### src/rtl/tdes_seq_if.sv
// Request/response handshake bundle for the TDES sequencer.
// The master drives requests and consumes results; the slave is the sequencer.
interface tdes_seq_if;
    logic        in_valid;
    logic        in_ready;
    logic [63:0] in_data;
    logic [55:0] in_key1;
    logic [55:0] in_key2;
    logic [55:0] in_key3;
    logic        in_decrypt;
    logic        in_triple;
    logic        out_valid;
    logic        out_ready;
    logic [63:0] out_data;

    modport master (
        output in_valid, in_data, in_key1, in_key2, in_key3, in_decrypt, in_triple, out_ready,
        input  in_ready, out_valid, out_data
    );

    modport slave (
        input  in_valid, in_data, in_key1, in_key2, in_key3, in_decrypt, in_triple, out_ready,
        output in_ready, out_valid, out_data
    );
endinterface

### src/rtl/tdes_seq.sv
// Single/triple DES sequencer around one shared, fixed-latency DES core.
// A request is latched on accept, then run as one pass (single DES) or three
// EDE passes (3DES). Each pass holds the core inputs stable for DES_LAT cycles
// and captures the core result on the last cycle of the pass.
module tdes_seq #(
    parameter int DES_LAT = 16
) (
    input  logic        clk,
    input  logic        rst,
    tdes_seq_if.slave   bus,
    output logic        busy,
    output logic [63:0] core_in,
    output logic [55:0] core_key,
    output logic        core_decrypt,
    input  logic [63:0] core_out
);

    localparam logic [7:0] LAST_CNT = 8'(DES_LAT - 1);

    typedef enum logic [1:0] {
        IDLE = 2'd0,
        RUN  = 2'd1,
        DONE = 2'd2
    } state_t;

    state_t      state_q, state_d;
    logic [7:0]  cnt_q;
    logic [1:0]  pass_q;
    logic [63:0] data_q;
    logic [55:0] k1_q, k2_q, k3_q;
    logic        dec_q;
    logic        trip_q;

    logic        ready;
    logic        valid;
    logic        accept;
    logic        pass_end;
    logic        last_pass;

    // Key used by pass p. Triple encrypt walks K1,K2,K3; triple decrypt walks
    // K3,K2,K1; single DES always uses K1.
    function automatic logic [55:0] pass_key(input logic [1:0]  p,
                                             input logic        trip,
                                             input logic        dec,
                                             input logic [55:0] k1,
                                             input logic [55:0] k2,
                                             input logic [55:0] k3);
        logic [55:0] k;
        k = k1;
        if (trip) begin
            case (p)
                2'd0:    k = dec ? k3 : k1;
                2'd1:    k = k2;
                default: k = dec ? k1 : k3;
            endcase
        end
        return k;
    endfunction

    // Direction of pass p. EDE flips the direction only on the middle pass.
    function automatic logic pass_dec(input logic [1:0] p,
                                      input logic       trip,
                                      input logic       dec);
        return (trip && p == 2'd1) ? ~dec : dec;
    endfunction

    assign accept    = (state_q == IDLE) && bus.in_valid;
    assign pass_end  = (state_q == RUN) && (cnt_q == LAST_CNT);
    assign last_pass = !trip_q || (pass_q == 2'd2);

    assign bus.in_ready  = ready;
    assign bus.out_valid = valid;
    assign bus.out_data  = data_q;

    // State register.
    always_ff @(posedge clk or posedge rst) begin
        if (rst) state_q <= IDLE;
        else     state_q <= state_d;
    end

    // Next-state and handshake outputs; in_ready only in IDLE, out_valid only in DONE.
    always_comb begin
        state_d = state_q;
        ready   = 1'b0;
        valid   = 1'b0;
        busy    = 1'b1;
        case (state_q)
            IDLE: begin
                ready = 1'b1;
                busy  = 1'b0;
                if (bus.in_valid) state_d = RUN;
            end
            RUN: begin
                if (pass_end && last_pass) state_d = DONE;
            end
            DONE: begin
                valid = 1'b1;
                if (bus.out_ready) state_d = IDLE;
            end
            default: state_d = IDLE;
        endcase
    end

    // Request latch, pass/cycle counters, result capture and core drive.
    // Core drives are only rewritten at accept and at pass boundaries, so they
    // stay put through each pass and keep their last values in IDLE/DONE.
    always_ff @(posedge clk or posedge rst) begin
        if (rst) begin
            cnt_q        <= 8'd0;
            pass_q       <= 2'd0;
            data_q       <= 64'd0;
            k1_q         <= 56'd0;
            k2_q         <= 56'd0;
            k3_q         <= 56'd0;
            dec_q        <= 1'b0;
            trip_q       <= 1'b0;
            core_in      <= 64'd0;
            core_key     <= 56'd0;
            core_decrypt <= 1'b0;
        end else if (accept) begin
            k1_q         <= bus.in_key1;
            k2_q         <= bus.in_key2;
            k3_q         <= bus.in_key3;
            dec_q        <= bus.in_decrypt;
            trip_q       <= bus.in_triple;
            cnt_q        <= 8'd0;
            pass_q       <= 2'd0;
            core_in      <= bus.in_data;
            core_key     <= pass_key(2'd0, bus.in_triple, bus.in_decrypt,
                                     bus.in_key1, bus.in_key2, bus.in_key3);
            core_decrypt <= pass_dec(2'd0, bus.in_triple, bus.in_decrypt);
        end else if (state_q == RUN) begin
            cnt_q <= cnt_q + 8'd1;
            if (pass_end) begin
                data_q <= core_out;
                if (!last_pass) begin
                    pass_q       <= pass_q + 2'd1;
                    cnt_q        <= 8'd0;
                    core_in      <= core_out;
                    core_key     <= pass_key(pass_q + 2'd1, trip_q, dec_q, k1_q, k2_q, k3_q);
                    core_decrypt <= pass_dec(pass_q + 2'd1, trip_q, dec_q);
                end
            end
        end
    end

endmodule

### src/flat_wrapper.sv
// flat-port wrapper written by rule: the top's interface ports become plain ports
module tdes_seq_flat 
#(
    parameter int DES_LAT = 16
)
  (clk, rst, busy, core_in, core_key, core_decrypt, core_out, bus_in_valid, bus_in_data, bus_in_key1, bus_in_key2, bus_in_key3, bus_in_decrypt, bus_in_triple, bus_out_ready, bus_in_ready, bus_out_valid, bus_out_data);
  tdes_seq_if bus_i ();
  input  logic clk;
  input  logic rst;
  output logic busy;
  output logic [63:0] core_in;
  output logic [55:0] core_key;
  output logic core_decrypt;
  input  logic [63:0] core_out;
  input wire logic [$bits(bus_i.in_valid)-1:0] bus_in_valid;
  input wire logic [$bits(bus_i.in_data)-1:0] bus_in_data;
  input wire logic [$bits(bus_i.in_key1)-1:0] bus_in_key1;
  input wire logic [$bits(bus_i.in_key2)-1:0] bus_in_key2;
  input wire logic [$bits(bus_i.in_key3)-1:0] bus_in_key3;
  input wire logic [$bits(bus_i.in_decrypt)-1:0] bus_in_decrypt;
  input wire logic [$bits(bus_i.in_triple)-1:0] bus_in_triple;
  input wire logic [$bits(bus_i.out_ready)-1:0] bus_out_ready;
  output wire logic [$bits(bus_i.in_ready)-1:0] bus_in_ready;
  output wire logic [$bits(bus_i.out_valid)-1:0] bus_out_valid;
  output wire logic [$bits(bus_i.out_data)-1:0] bus_out_data;
  assign bus_i.in_valid = bus_in_valid;
  assign bus_i.in_data = bus_in_data;
  assign bus_i.in_key1 = bus_in_key1;
  assign bus_i.in_key2 = bus_in_key2;
  assign bus_i.in_key3 = bus_in_key3;
  assign bus_i.in_decrypt = bus_in_decrypt;
  assign bus_i.in_triple = bus_in_triple;
  assign bus_i.out_ready = bus_out_ready;
  assign bus_in_ready = bus_i.in_ready;
  assign bus_out_valid = bus_i.out_valid;
  assign bus_out_data = bus_i.out_data;
  tdes_seq #(.DES_LAT(DES_LAT)) u_core (.clk(clk), .rst(rst), .bus(bus_i), .busy(busy), .core_in(core_in), .core_key(core_key), .core_decrypt(core_decrypt), .core_out(core_out));
endmodule
### config.mk
export PLATFORM = sky130hd
export DESIGN_NAME = tdes_seq_flat
export DESIGN_NICKNAME = d
export VERILOG_FILES = /design/src/rtl/tdes_seq_if.sv /design/src/rtl/tdes_seq.sv /design/src/flat_wrapper.sv
export SDC_FILE = /design/constraint.sdc
export NUM_CORES = 1
export LEC_CHECK = 0
export CAP_MARGIN = 20
export CORE_ASPECT_RATIO = 2
export CORE_MARGIN = 10
export CORE_UTILIZATION = 51
export CTS_CLUSTER_SIZE = 16
export DETAILED_ROUTE_END_ITERATION = 10
export GPL_TIMING_DRIVEN = 0
export PLACE_DENSITY = 0.87
export SYNTH_ARGS = -nofsm -noshare
export SYNTH_HDL_FRONTEND = slang
export SYNTH_SLANG_ARGS = --single-unit
### constraint.sdc
create_clock -name clk -period 32.4 [get_ports clk]
set_clock_uncertainty 0.2 [all_clocks]
set_input_delay 6.48 -clock clk [delete_from_list [all_inputs] [get_ports clk]]
set_output_delay 6.48 -clock clk [all_outputs]
set_load 0.01 [all_outputs]
==> metrics.md <==
| Metric | Value |
|---|---|
| Run status | complete, no violations |
| Crit end category | output port |
| Crit path required time | 25720 ps |
| Post-route ant nets | 0 |
| Largest family of logic cells by synthesized area | simple AND/OR/NAND/NOR gates |
| Post-route DRC | 0 |
| Max-Cap Viols | 0 |
| Num CTS Buffers | 31 |
| Commonest cells after routing, fill and taps aside | nand2_1 (521), clkdlybuf4s50_1 (489), dfrtp_1 (367) |
| Mux contribution to synthesized area | 8.40% |
| CTS tree | done |
| Post-synthesis sequential area ratio | 58.7% |
| Post_cts resized | 0 |
| Syn avg cell area | 10.1 um2 |
| Arrival time worst endpoint | 1920 ps |
| Post-synthesis xor/xnor area fraction | 0.392% |
| Net count after synthesis | 1849 |
| Drt first pass iters | 9 |
| CP max stage delay | roughly 600 ps |
| Worst setup path class | reg2out |
| Number of synthesis warnings | 0 |
| Vias per cell | 6.06 |
| Setup crit start kind | flip-flop |
| Hold crit path type | reg2reg |
| Initial Util | 51.8% |
| Die X | 144 um |
| Simple-gate share of the synthesized area | about 15% |
| Final TNS setup | 0 ps |
| Leakage power | 10.6 nW |
| Clk buf depth | 3 |
| CP max-delay cell | clkdlybuf4s50_1 |
| Synth cell types | 39 |
| Asr flop ratio synth | 100% |
| WL final | 65100 um |
| Sw frac | 36.6% |
| Complex-gate fraction of the synthesized area | 11.9% |
| Cell internal pwr | between 0.001 and 0.0015 W |
| Share of cells above drive strength 1 | 8.27% |
| Starting DRT DRC Count | about 1500 |
| IO Port Bufs | 489 |
| H-tree depth | 1 |
| Row cnt | 90 |
| Global-route wire length before repair | between 90000 and 100000 um |
| Final setup violation count | 0 |
| Worst Path Max Fanout | 6 |
| Area of the die | 38500 um2 |
| Pwr Density | 94.3 nW/um2 |
| Slew @ Worst Pin | 909 ps |
| GPL Wtd Cong | 0.967 |
| Post-synth EDFFs | 0 |
| Root buffer cell | clkbuf_16 |
| Core box area | 30200 um2 |
| Slew headroom | between 30% and 40% |
| Slew Limit Fails | 0 |
| Largest net degree at the start of global routing | 111 |
| Initial antenna violation count | 21 |
| Cells along the critical path | nor2_1 > clkdlybuf4s50_1 |
| I/O Pins | 490 |
| Setup Fix Bufs, Post-CTS | 0 |
| Gate Count Post-Synth | 1543 |
| Post-DP HPWL | 48600 um |
| GRT Total Usage | 32.6% |
| Hold_buf cts | 0 |
| Tcrit/Tclk final | 26.5% |
| Vias | 15047 |
| Vias in the first global route | 15881 |
| DP Worst Slack | 23400 ps |
| CTS sink count | ~370 |
| Most used flip-flop cell after synthesis | dfrtp_1 |
| Routed WL per cell | between 20 and 30 um |
| Worst VDD drop | 0.0512 mV |
| Clk slew on worst S/H paths | 70 ps |
| Switch Pwr | 0.000769 W |
| Layout net count | between 2000 and 2500 |
| Setup WS post-layout | 23800 ps |
| Post-Synth Adder-Cell Area | 0.320% |
| Achievable Freq | 0.116 GHz |
| Congestion Overflow GR | 0 |
| Comb pwr share | approximately 41% |
| Final Hold Fails | 0 |
| Sequential share of power | 38.4% |
| Clock network power share | 20.2% |
| Area Overhead vs Synth | 42.5% |
| Min cycle time layout | 8600 ps |
| Commonest non-fill, non-tap cell in the layout | nand2_1 |
| Synth Cell Area | ~16000 um2 |
| Die Height | 268 um |
| #FFs+latches synth | 367 |
| RSZ-0062 raised after global routing | no |
| Worst-Skew Late Latency | 580 ps |
[cells in the mapped netlist, drive strengths merged, types with 2 or more instances]
| library cell | count | area share (%) |
|---|---|---|
| o22ai | 65 | 2.6 |
| nor2b | 4 | 0.16 |
| mux2 | 67 | 4.8 |
| buf | 54 | 1.8 |
| a222oi | 55 | 3.5 |
| clkbuf | 60 | 1.4 |
| nand2 | 521 | 12 |
| o21ai | 4 | 0.18 |
| inv | 71 | 1.7 |
| nor3 | 2 | 0.064 |
| dfrtp | 367 | 59 |
| a21oi | 65 | 2.1 |
| xnor2 | 3 | 0.17 |
| nand4 | 3 | 0.12 |
| nor2 | 8 | 0.19 |
| ha | 4 | 0.32 |
| and2 | 2 | 0.080 |
| o221ai | 54 | 3.0 |
| a221o | 2 | 0.13 |
| nand3 | 58 | 1.9 |
| nand2b | 2 | 0.080 |
| xor2 | 4 | 0.22 |
| mux2i | 56 | 3.6 |
[area by class of cell]
class / instances / area, um2
Sequential cell: 367 / 9180
Fill cell: 2043 / 7880
Multi-Input combinational cell: 991 / 5690
Timing Repair Buffer: 492 / 4980
Clock buffer: 40 / 880
Buffer: 114 / 512
Tap cell: 368 / 460
Inverter: 71 / 274
Clock inverter: 16 / 267
Antenna cell: 25 / 62.6
[stage by stage]
stage | total power [W] | area (um2) | util (%) | hold WS, ps | instances
2_1_floorplan | 0.00120 | 15600 | - | 245 | 1543
3_3_place_gp | 0.00162 | 21000 | 69.6 | 257 | 2400
3_5_place_dp | 0.00166 | 21100 | 69.9 | 263 | 2403
4_1_cts | 0.00209 | 22200 | 73.7 | 279 | 2459
5_1_grt | 0.00220 | 22300 | 73.8 | 301 | 2475
6_report | 0.00210 | 22300 | 73.9 | 281 | 2484
[kinds of logic after synthesis]
group | after synthesis
simple gates | 605
flops | 367
compound gates | 252
buf+inv | 185
mux | 123
xor+xnor | 7
fa+ha+maj | 4
[flip-flops by register name, indices dropped and copies added, names as in the netlist]
signal               cells
u_core.k2_q             56
u_core.dec_q             1
u_core.trip_q            1
u_core.core_in          64
u_core.k3_q             56
u_core.k1_q             56
u_core.pass_q            2
u_core.cnt_q             8
u_core.bus.out_data     64
u_core.state_q           2
u_core.core_decrypt      1
u_core.core_key         56
[per-layer routing]
| metal | routed length [um] | GRT usage (%) |
|---|---|---|
| met5 | 55 | 0 |
| met4 | 5440 | 26.3 |
| met3 | 6350 | 9.47 |
| met2 | 33700 | 56.6 |
| met1 | 19600 | 31.1 |
[power groups by stage]
stage | sequential (W) | clock [W] | combinational [W]
after floorplan | 0.000824 | 0 | 0.000372
after detailed placement | 0.000804 | 0 | 0.000857
after global placement | 0.000791 | 0 | 0.000827
after CTS | 0.000800 | 0.000426 | 0.000868
final | 0.000808 | 0.000425 | 0.000870
after global routing | 0.000822 | 0.000442 | 0.000937
[worst paths after layout]
path                       cells after the start  slack, ps                       to         startpoint
max                                            2      23800             bus_in_ready  u_core.state_q[0]
min in group asynchronous                      2       6110      u_core.core_key[43]                rst
max reg2reg                                    7      29520      u_core.core_key[10]   u_core.pass_q[0]
min                                            2        280           u_core.k2_q[1]     u_core.k2_q[1]
min reg2reg                                    2        280           u_core.k2_q[1]     u_core.k2_q[1]
max in group asynchronous                      5      24070  u_core.bus.out_data[48]                rst
[critical path, delay by kind of cell, from the launching register on]
family	cells	cell delay [ps]
buf+inv	1	600
flops	1	430
simple gates	1	300
Note: power is estimated with default switching activity, not from simulation.
